### src/rtl/fft_demux_frame_sched.sv
// Frame sequencer: spreads one serial sample stream round-robin across NUM_LANES
// lane buffers, producing a registered one-hot lane select, row address and data.
module fft_demux_frame_sched #(
  parameter int DATA_WIDTH = 8,
  parameter int NUM_LANES  = 16,
  parameter int FRAME_LEN  = 2048
) (
  input  logic                                   clk,
  input  logic                                   rst,
  input  logic                                   start,
  input  logic                                   s_valid,
  output logic                                   s_ready,
  input  logic [DATA_WIDTH-1:0]                  s_data,
  input  logic                                   s_last,
  input  logic                                   m_ready,
  output logic                                   lane_valid,
  output logic [NUM_LANES-1:0]                   lane_sel,
  output logic [$clog2(FRAME_LEN/NUM_LANES)-1:0] lane_row,
  output logic [DATA_WIDTH-1:0]                  lane_data,
  output logic                                   busy,
  output logic                                   frame_done,
  output logic                                   len_err
);

  localparam int LOG_NL = $clog2(NUM_LANES);
  localparam int LOG_FL = $clog2(FRAME_LEN);

  typedef enum logic [1:0] {IDLE, RUN, DONE} state_t;

  state_t            state, state_nxt;
  logic [LOG_FL-1:0] cnt, cnt_nxt;
  logic              accept;
  logic              at_end;
  logic              err_nxt;

  assign accept = (state == RUN) & m_ready & s_valid;
  // FRAME_LEN is a power of two, so the final sample index is all ones.
  assign at_end = (cnt == '1);

  always_ff @(posedge clk or posedge rst) begin
    if (rst) begin
      state <= IDLE;
      cnt   <= '0;
    end else begin
      state <= state_nxt;
      cnt   <= cnt_nxt;
    end
  end

  always_comb begin
    state_nxt = state;
    cnt_nxt   = cnt;
    s_ready   = 1'b0;
    err_nxt   = 1'b0;
    unique case (state)
      IDLE: begin
        if (start) begin
          state_nxt = RUN;
          cnt_nxt   = '0;
        end
      end
      RUN: begin
        s_ready = m_ready;
        if (accept) begin
          cnt_nxt = cnt + 1'b1;
          // Either a full count or an upstream s_last ends the frame; disagreement is flagged.
          if (at_end || s_last) begin
            state_nxt = DONE;
            cnt_nxt   = '0;
            err_nxt   = at_end ^ s_last;
          end
        end
      end
      DONE: state_nxt = IDLE;
      default: state_nxt = IDLE;
    endcase
  end

  assign busy       = (state != IDLE);
  assign frame_done = (state == DONE);

  always_ff @(posedge clk or posedge rst) begin
    if (rst) begin
      lane_valid <= 1'b0;
      lane_sel   <= '0;
      lane_row   <= '0;
      lane_data  <= '0;
      len_err    <= 1'b0;
    end else begin
      lane_valid <= accept;
      lane_sel   <= accept ? (NUM_LANES'(1) << cnt[LOG_NL-1:0]) : '0;
      len_err    <= err_nxt;
      if (accept) begin
        lane_row  <= cnt[LOG_FL-1:LOG_NL];
        lane_data <= s_data;
      end
    end
  end

endmodule

### config.mk
export PLATFORM = sky130hd
export DESIGN_NAME = fft_demux_frame_sched
export DESIGN_NICKNAME = d
export VERILOG_FILES = /design/src/rtl/fft_demux_frame_sched.sv
export SDC_FILE = /design/constraint.sdc
export NUM_CORES = 1
export LEC_CHECK = 0
export ABC_AREA = 1
export BUFFER_PORTS_ARGS = -buffer_cell sky130_fd_sc_hd__buf_2
export CAP_MARGIN = 20
export CORE_ASPECT_RATIO = 1.4
export CORE_MARGIN = 2
export CORE_UTILIZATION = 47
export CTS_BUF_LIST = sky130_fd_sc_hd__clkbuf_8
export DETAILED_ROUTE_END_ITERATION = 10
export PLACE_DENSITY = 0.72
export REMOVE_ABC_BUFFERS = 1
export SKIP_CTS_REPAIR_TIMING = 1
export SLEW_MARGIN = 20
export SYNTH_ARGS = -nofsm -noshare
export SYNTH_HDL_FRONTEND = slang
export SYNTH_SLANG_ARGS = --single-unit
export TNS_END_PERCENT = 100
### constraint.sdc
create_clock -name clk -period 2.35 [get_ports clk]
set_input_delay 0.3525 -clock clk [delete_from_list [all_inputs] [get_ports clk]]
set_output_delay 0.3525 -clock clk [all_outputs]
set_load 0.02 [all_outputs]
==> Yosys cells after proc, flatten, opt, wreduce, memory -nomap -nowiden <==
Cells that the tools add are included.
{ "totals": {"register_bits": 46, "input_bits": 14, "out_inout_bits": 36, "wordCells": 37} }
{ "op_classes": {"add_sub_neg": 1, "n_eq_ne": 6, "shift": 1, "mux": 13, "n_bitwise": 3, "n_reduce_logical": 6} }
{ "ops": {"columns": ["cell", "n"], "rows": [
  ["11-bit two-way mux", 3],
  ["11-bit case mux with 2 select lines", 1],
  ["16-bit two-way mux", 1],
  ["1-bit by 4-bit left shift with 16-bit output, first input constant", 1],
  ["11-bit by 1-bit adder with 11-bit output, second input constant", 1],
  ["11-bit equality test, second input constant", 1],
  ["2-bit two-way mux", 3],
  ["3-bit AND reduction", 2],
  ["1-bit two-way mux", 4],
  ["2-bit != test, second input constant", 2],
  ["2-bit case mux with 2 select lines", 1],
  ["2-bit nonzero test", 2],
  ["1-bit bitwise AND", 2],
  ["2-bit by 1-bit equality test with 1-bit output, second input constant", 1],
  ["2-bit equality test, second input constant", 1],
  ["2-bit logical NOT", 1],
  ["2-bit by 1-bit != test with 1-bit output, second input constant", 1],
  ["1-bit logical OR", 1],
  ["1-bit XOR", 1]
]} }

==> Depth between registers and ports, before layout <==
Gate-level depths: netlist of the first run.
{ "logic_depth": {"word_depth": 5, "mapped_depth": 11, "depth_no_buf": 11} }

==> Least setup slack after synthesis of the first run <==
Ideal clock, no wire load.
{ "synth_timing": {"path_type": "register to register", "from": "register cnt[0]", "to": "register cnt[6]", "setup_time_ns": 0.117, "t_arrival_ns": 1.579, "t_required_ns": 2.233, "slack_ns": 0.653, "stages_incl_launch_ff": 12, "path_buffers": 0, "synth_period_minus_slack_ns": 1.697, "cell_sequence": "dfrtp_1 > ha_1 > nand2_1 > nor2_2 > nand4_1 > ha_1 > nand3_1 > inv_1 > nand2_1 > nand2_1 > o21ai_1 > inv_1"} }
{ "synth_via": {"elab_chain_cells": 5, "elab_cells_between_ends": 6, "classes_between": "add/sub (1); eq/ne (1); mux (3); reduce/logical (1)"} }
{ "synth_rtl": {"columns": ["element", "line_no", "text"], "rows": [
  ["start, declared", "31", "logic [LOG_FL-1:0] cnt, cnt_nxt;"],
  ["start signal, assigned", "46", "cnt <= cnt_nxt;"],
  ["parallel branches: the longest is 2 deep, another holds 11-bit by 1-bit adder with 11-bit output", null, null],
  ["11-bit two-way mux *", "67", "if (at_end || s_last) begin"],
  ["11-bit two-way mux *", "64", "if (accept) begin"],
  ["11-bit case mux with 2 select lines *", "55", "unique case (state)"]
]} }
Mark *: on every way between the ends. The select of a mux whose other input is x is not followed.
A chain may end at the register's enable or synchronous reset.

==> Final worst setup path of the first run <==
{ "layout_timing": {"from": "register cnt[1]", "to": "register cnt[6]"} }
Same word-level chain as after synthesis.

==> results of run 1 <==
==> sequential cells by signal, indices dropped and copies added (netlist names) <==
name / cells
lane_sel: 16
cnt: 11
lane_data: 8
lane_row: 7
state: 2
lane_valid: 1
len_err: 1
==> final timing paths <==
kind / start / to / slack, ps / depth (start not counted)
setup / recovery: cnt[1] / cnt[6] / 450 / 11
hold / removal: rst / lane_row[1] / 30 / 2
setup reg to reg: cnt[1] / cnt[6] / 450 / 11
hold reg to reg: lane_data[4] / lane_data[4] / 480 / 2
max in group asynchronous: rst / lane_sel[9] / 1760 / 3
min in group clk: s_data[4] / lane_data[4] / 250 / 3
==> worst max-delay path: cells and delay by family, from the launching register on <==
kind                       cells  cell delay [ps]
and+or+nand+nor                6              680
AOI/OAI and AO/OA              1              140
adders and majority gates      2              420
buffers and inverters          2              150
DFF                            1              400
==> cell families (layout without fill, tap and decap cells) <==
kind of cell,count (synthesis),in the layout
adder cells (fa/ha/maj),7,7
flip-flops,46,46
buffers and inverters,37,92
AO/OA/AOI/OAI,14,14
AND/OR/NAND/NOR,117,117
==> power groups by stage <==
stage          Combinational (mW)  Sequential [mW]  Clock (mW)
2_1_floorplan               0.307             1.09           0
3_3_place_gp                0.592            0.982           0
3_5_place_dp                0.606            0.987           0
4_1_cts                     0.607            0.971       0.462
5_1_grt                     0.680            0.984       0.495
6_report                    0.596            0.971       0.440
==> through the flow <==
stage	instances	hold slack, ps	util (%)	setup slack (ps)
2_1_floorplan	216	462	-	643
4_1_cts	319	33.1	58.7	451
3_5_place_dp	312	360	56.7	468
3_3_place_gp	312	355	56.7	534
6_report	319	27.5	58.7	451
5_1_grt	319	62.6	58.7	239
==> layer usage <==
layer  wire length [um]  global-route usage [%]  part of all wire, %
met5                  0                       0                    0
met4                 68                    7.27                  2.0
met3                186                    4.19                  5.3
met2               1790                    30.2                   51
met1               1440                    19.1                   41
==> area by class of cell <==
class	instances	area (sq um)
clock buffer	5	68.8
clock inverter	2	10.0
fill	358	1650
inverter	32	120
multi-input combinational	138	659
sequential	46	1150
tap	43	53.8
timing repair buffer	53	275
==> cells in the final DEF, fill, tap and decap left out, types with 5 or more instances in the layout <==
master / count
buf_2: 49
clkbuf_8: 5
dfrtp_1: 46
ha_1: 7
inv_1: 27
inv_2: 5
nand2_1: 65
nand3_1: 12
nor2_1: 28
o21ai_1: 12
==> impl_results.md, run 1 <==
* Clock Latency Late Sink at 290 ps
* Synthesis-to-finish area growth at 19.3%
* Failing checks: design-rule violations
* Clock transition at path regs at about 80 ps
* Hold Crit Class: in2async
* PortBufs at 49
* Number of flops mapped to enable cells by yosys at 0
* Synthesized area per cell at between 8 and 9 sq um
* Worst slew pin tran at between 300 and 400 ps
* Vias in the first global route at 1461
* Ys async rst share at 100%
* DR iter-0 viols at 27
* Post-synthesis mux area share at 0%
* First-pass detailed-route iteration total at 7
* Setup CP Type: reg2reg
* H-tree Lvls at 2
* Status: finished, violations left
* Cell taking the most area after synthesis: dfrtp_1
* Critical path's largest stage delay at 400 ps
* Top-count cell post-synth: nand2_1
* Synth Area in Compound Gates at 3.57%
* Row Count at 27
* Crit path launch type: flop
* XOR/XNOR share of the synthesized area at 0%
* Initial Util at between 40% and 50%
* Fin. Hold Viols at 0
* First-pass GRT wire length at 6110 um
* Crit end category: flop
* GP Congestion at 0.791
* Max-Cap Viols at 0
* Setup TNS at 0 ps
* Ys Warns at 0
* Boundary pin count at 50
* Post-DRT Antenna Nets at 0
* CTS buffer count at 5
* CP Max Fanout at 4
* Power, Total at 2.01 mW
* Crit path cell chain: ha_1, nand2_1, nor2_2, nand4_1, ha_1, nand3_1, inv_1, nand2_1, nand2_1, o21ai_1, inv_1
* Combinational Power Share at ~30%
* CTS root buf: clkbuf_8
* Yosys cell types at 17
* NetSw at 0.721 mW
* Average via count per standard cell at 4.71
* Register area share after synthesis at about three fifths
* Setup Viol. Count Final at 0
* Crit path max-delay cell type: dfrtp_1
* Final WL at 3480 um
* CTS max path bufs at 2
* Fraction of layout cells with a size suffix above 1 at 26.1%
* CP arrival at 2090 ps
* Post-route DRC violation count at 5
* Fin nets at 297
* Post-Layout Inst Area at about 2300 sq um
* Flop pwr share at 48.4%
* Largest family of logic cells by synthesized area: simple AND/OR/NAND/NOR gates
* RSZ-0062 raised after global routing: false
* Headroom to the max-slew limit at 75.0%
* Initial antenna violation count at 0
* Post-Synth Simple-Gate Area at between 20% and 30%
* Pin count of the biggest net entering global routing at 25
* Switching Share at 35.9%
* Total gr overflow at 0
* FF+latch count, synth at 46
* Fin. max-slew vios at 0
* Die width at 58.6 um
* Clock share of power at a little over a fifth
* Antenna Cells at 0
* Peak supply drop at 0.577 mV
* Post-placement cell area at around 2300 sq um
* Cell internal pwr at 1.29 mW
* Req. time, crit path at 2540 ps
* Estimated wirelength of the detail-placed design at 2610 um
* PwrDens at 858 nW/um^2
* FMAX at 527 MHz
* Most frequent cells after synthesis: nand2_1, dfrtp_1, inv_1, nor2_1
* Die footprint at 4710 sq um
* CP dominant cell by count: nand2_1
* Main area contributors after synthesis: dfrtp_1, nand2_1, inv_1
* Die extent in y at 80.4 um
* Fin crit share at 80.8%
* Cells after synthesis at about 220
* Synth Flop Type: dfrtp_1
* Clock sink total at 46
* Total number of vias at 1501
* CTS tree: built
* Leakage at about 1.4 nW
* Clock skew at ~7.3 ps
* Total GRT Usage at between 15 and 20%
* Final min period at 1900 ps
* Fraction of the mapped netlist area in adder cells at under 10%
* Post-synth top area share at 58.7%
* Avg WL per Cell at 10.9 um
* Core Area at 3990 sq um
* Synth Cell Area at 1960 sq um
Note: power is estimated with default switching activity, not from simulation.
==> run 2, diff against run 1 <==
Settings changed: ABC_AREA 1 to 0.
Clock period 2.35 ns to 1.95 ns, I/O delays scaled along.
==> run 2 against run 1 <==
  * The run now ends clean
  * Critical path type unchanged
  * Sequential share of layout area shrank 2.1 points
  * Highest routed layer unchanged
  * Final cell count fell by 6.3%
  * Critical path depth decreased by 2
  * Sequential power is 7% higher
  * Combinational power decreased by 39%
  * Routed wire length is 15% higher
==> impl_results.md, run 2 <==
* Post-synth top area share at 59.1%
* Req. time, crit path at 2160 ps
* Post-route DRC violation count at 0
* GP Congestion at 0.868
* Peak supply drop at 0.890 mV
* Met3 GRT Util at 4.99%
* CTS max path bufs at 2
* Most frequent cells in the layout: nand2_1, buf_2, dfrtp_1, nor2_1, buf_4
* Gr busiest metal: met2
* Total number of vias at 1549
* Setup Viol. Count Final at 0
* Fraction of layout cells with a size suffix above 1 at 31.3%
* DR iter-0 viols at 41
* Fill cells at roughly 330
* Worst Setup EP: cnt[8]
* Synthesized area per cell at 10.1 sq um
* Crit path cell chain: ha_1, and4_1, nand4_1, ha_2, nand3b_1, buf_4, a41oi_1, o21ai_1, o31ai_1
* Ys async rst share at 100%
* Crit path from: cnt[0]
* Top-count cell post-synth: nand2_1
* Synth Area in Compound Gates at around 8.7%
* CP arrival at 1980 ps
* Largest regs: lane_sel (16), cnt (11), lane_data (8)
* R2r setup slk at 190 ps
* Fin. Hold Viols at 0
* Total GRT Usage at 19.4%
* Number of flops mapped to enable cells by yosys at 0
* Avg WL per Cell at 13.4 um
* Main area contributors after synthesis: dfrtp_1, nand2_1, ha_1
* Cells after synthesis at 192
* CTS tree: built
* Clock Latency Late Sink at 300 ps
* Yosys cell types at 33
* Max reg flops at 16
* CTS root buf: clkbuf_8
* Fin nets at between 200 and 300
* Synth Flop Type: dfrtp_1
* PwrDens at between 800 and 900 nW/um^2
* XOR/XNOR share of the synthesized area at 0%
* Fin crit share at 90.4%
* GRT met1 Usage at 21.3%
* Most common cell after layout, fill and taps aside: nand2_1
* Post-layout util at 61.8%
* Cell taking the most area after synthesis: dfrtp_1
* Register area at around 1200 sq um
* PortBufs at 49
* Power, Total at 2.11 mW
* Reg2reg path depth at 9
* Estimated wirelength of the detail-placed design at 2890 um
* Headroom to the max-slew limit at about three fifths
* Setup WS pre-CTS at 210 ps
* Clock sink total at 46
* Dpl cells at 291
* Setup TNS at 0 ps
* Final min period at approximately 1800 ps
* Pin count of the biggest net entering global routing at 28
* Die footprint at 4680 sq um
* Core Area at 3950 sq um
* Most frequent cells after synthesis: nand2_1, dfrtp_1, nor2_1
* Hold Crit Class: in2async
* Initial antenna violation count at 0
* Total gr overflow at 0
* Crit end category: flop
* Area of the multi-input gates at 721 sq um
* Max-Cap Viols at 0
* H-tree Lvls at 2
* Post-placement cell area at 2330 sq um
* Crit path max-delay cell type: dfrtp_1
* Status: finished, final reports clean
* Boundary pin count at 50
* Final WL at 4020 um
* Largest family of logic cells by synthesized area: simple AND/OR/NAND/NOR gates
* Worst slew pin tran at 618 ps
* Post-synthesis mux area share at 0%
* Die extent in y at 80.2 um
* First-pass GRT wire length at 6710 um
* Crit path launch type: flop
* First-pass detailed-route iteration total at 4
* Setup CP Type: reg2reg
* Die width at 58.4 um
* Launch point of the worst reg-to-reg path: cnt[0]
* CTS buffer count at 5
* Non-filler cells, final at 299
* Worst setup margin at approximately 190 ps
* Initial Util at 49.3%
* Hold Slack at approximately 2.1 ps
* Leakage at 1.35 nW
* Fraction of the mapped netlist area in adder cells at 4.50%
* Synthesis-to-finish area growth at 25.4%
* Clock transition at path regs at about 80 ps
* Ys Warns at 0
* FF+latch count, synth at 46
* Clock skew at 3.95 ps
* Register area share after synthesis at 59.1%
* Post-DRT Antenna Nets at 0
* Post-Layout Inst Area at about 2400 sq um
* RR Endpoint: cnt[8]
* Vias in the first global route at 1510
* GR Layer Usage met2 at 33.9%
* Row Count at 27
* Antenna Cells at 0
* Fin. max-slew vios at 0
* Synth Cell Area at slightly below 2000 sq um
* RSZ-0062 raised after global routing: false
* Post-Synth Simple-Gate Area at 23.7%
* Critical path's largest stage delay at slightly below 400 ps
* CP Max Fanout at 7
* FMAX at between 500 and 600 MHz
* Average via count per standard cell at 5.18
* Most flops, register: lane_sel
## run 2: cell types whose count changed after synthesis, moves of 4 or more
cell	change
inv_1	-21
o31ai_1	+5
nor2_1	-14
inv_2	-4
and3_1	+4
o21ai_0	+5
nand3_1	-8
nand2_1	-10
o21ai_1	-7
## run 2: worst min path at each step
stage	start	to	slack, ps	cells after the start
after detailed placement	rst	lane_valid	340	2
after floorplan	s_data[0]	lane_data[0]	400	2
after global routing	rst	lane_sel[7]	30	2
final	rst	lane_sel[7]	2	2
after CTS	rst	lane_sel[7]	20	2
after global placement	rst	lane_valid	340	2
## run 2: metal layers
metal / vias up / wire, um
li1: 761 / -
met1: 743 / 1670
met2: 38 / 2080
met3: 7 / 183
met4: 0 / 93
met5: - / 0
## run 2: worst max-delay path: cells and delay by family (launching register included)
kind,cells,cell delay [ps]
buffers and inverters,1,170
DFF,1,390
and+or+nand+nor,3,400
adders and majority gates,2,390
AOI/OAI and AO/OA,3,310
## run 2: power by group
part	internal [mW]	switching, mW	total, mW
sequential	1.01	0.0321	1.04
clock	0.381	0.324	0.705
combinational	0.128	0.234	0.362
## run 2: cell type report
cell class,count,share of cell area [%]
inverters,8,1.33
clock buffers,5,2.82
multi-input cells,130,29.5
well taps,43,2.20
repair buffers,64,15.2
clock inverters,3,1.84
flip-flops and latches,46,47.1
## run 2: logic make-up (layout without fill, tap and decap cells)
group / Yosys count / in the layout
buffers and inverters: 16 / 80
AO/OA/AOI/OAI: 25 / 25
adder cells (fa/ha/maj): 7 / 7
AND/OR/NAND/NOR: 98 / 98
flip-flops: 46 / 46
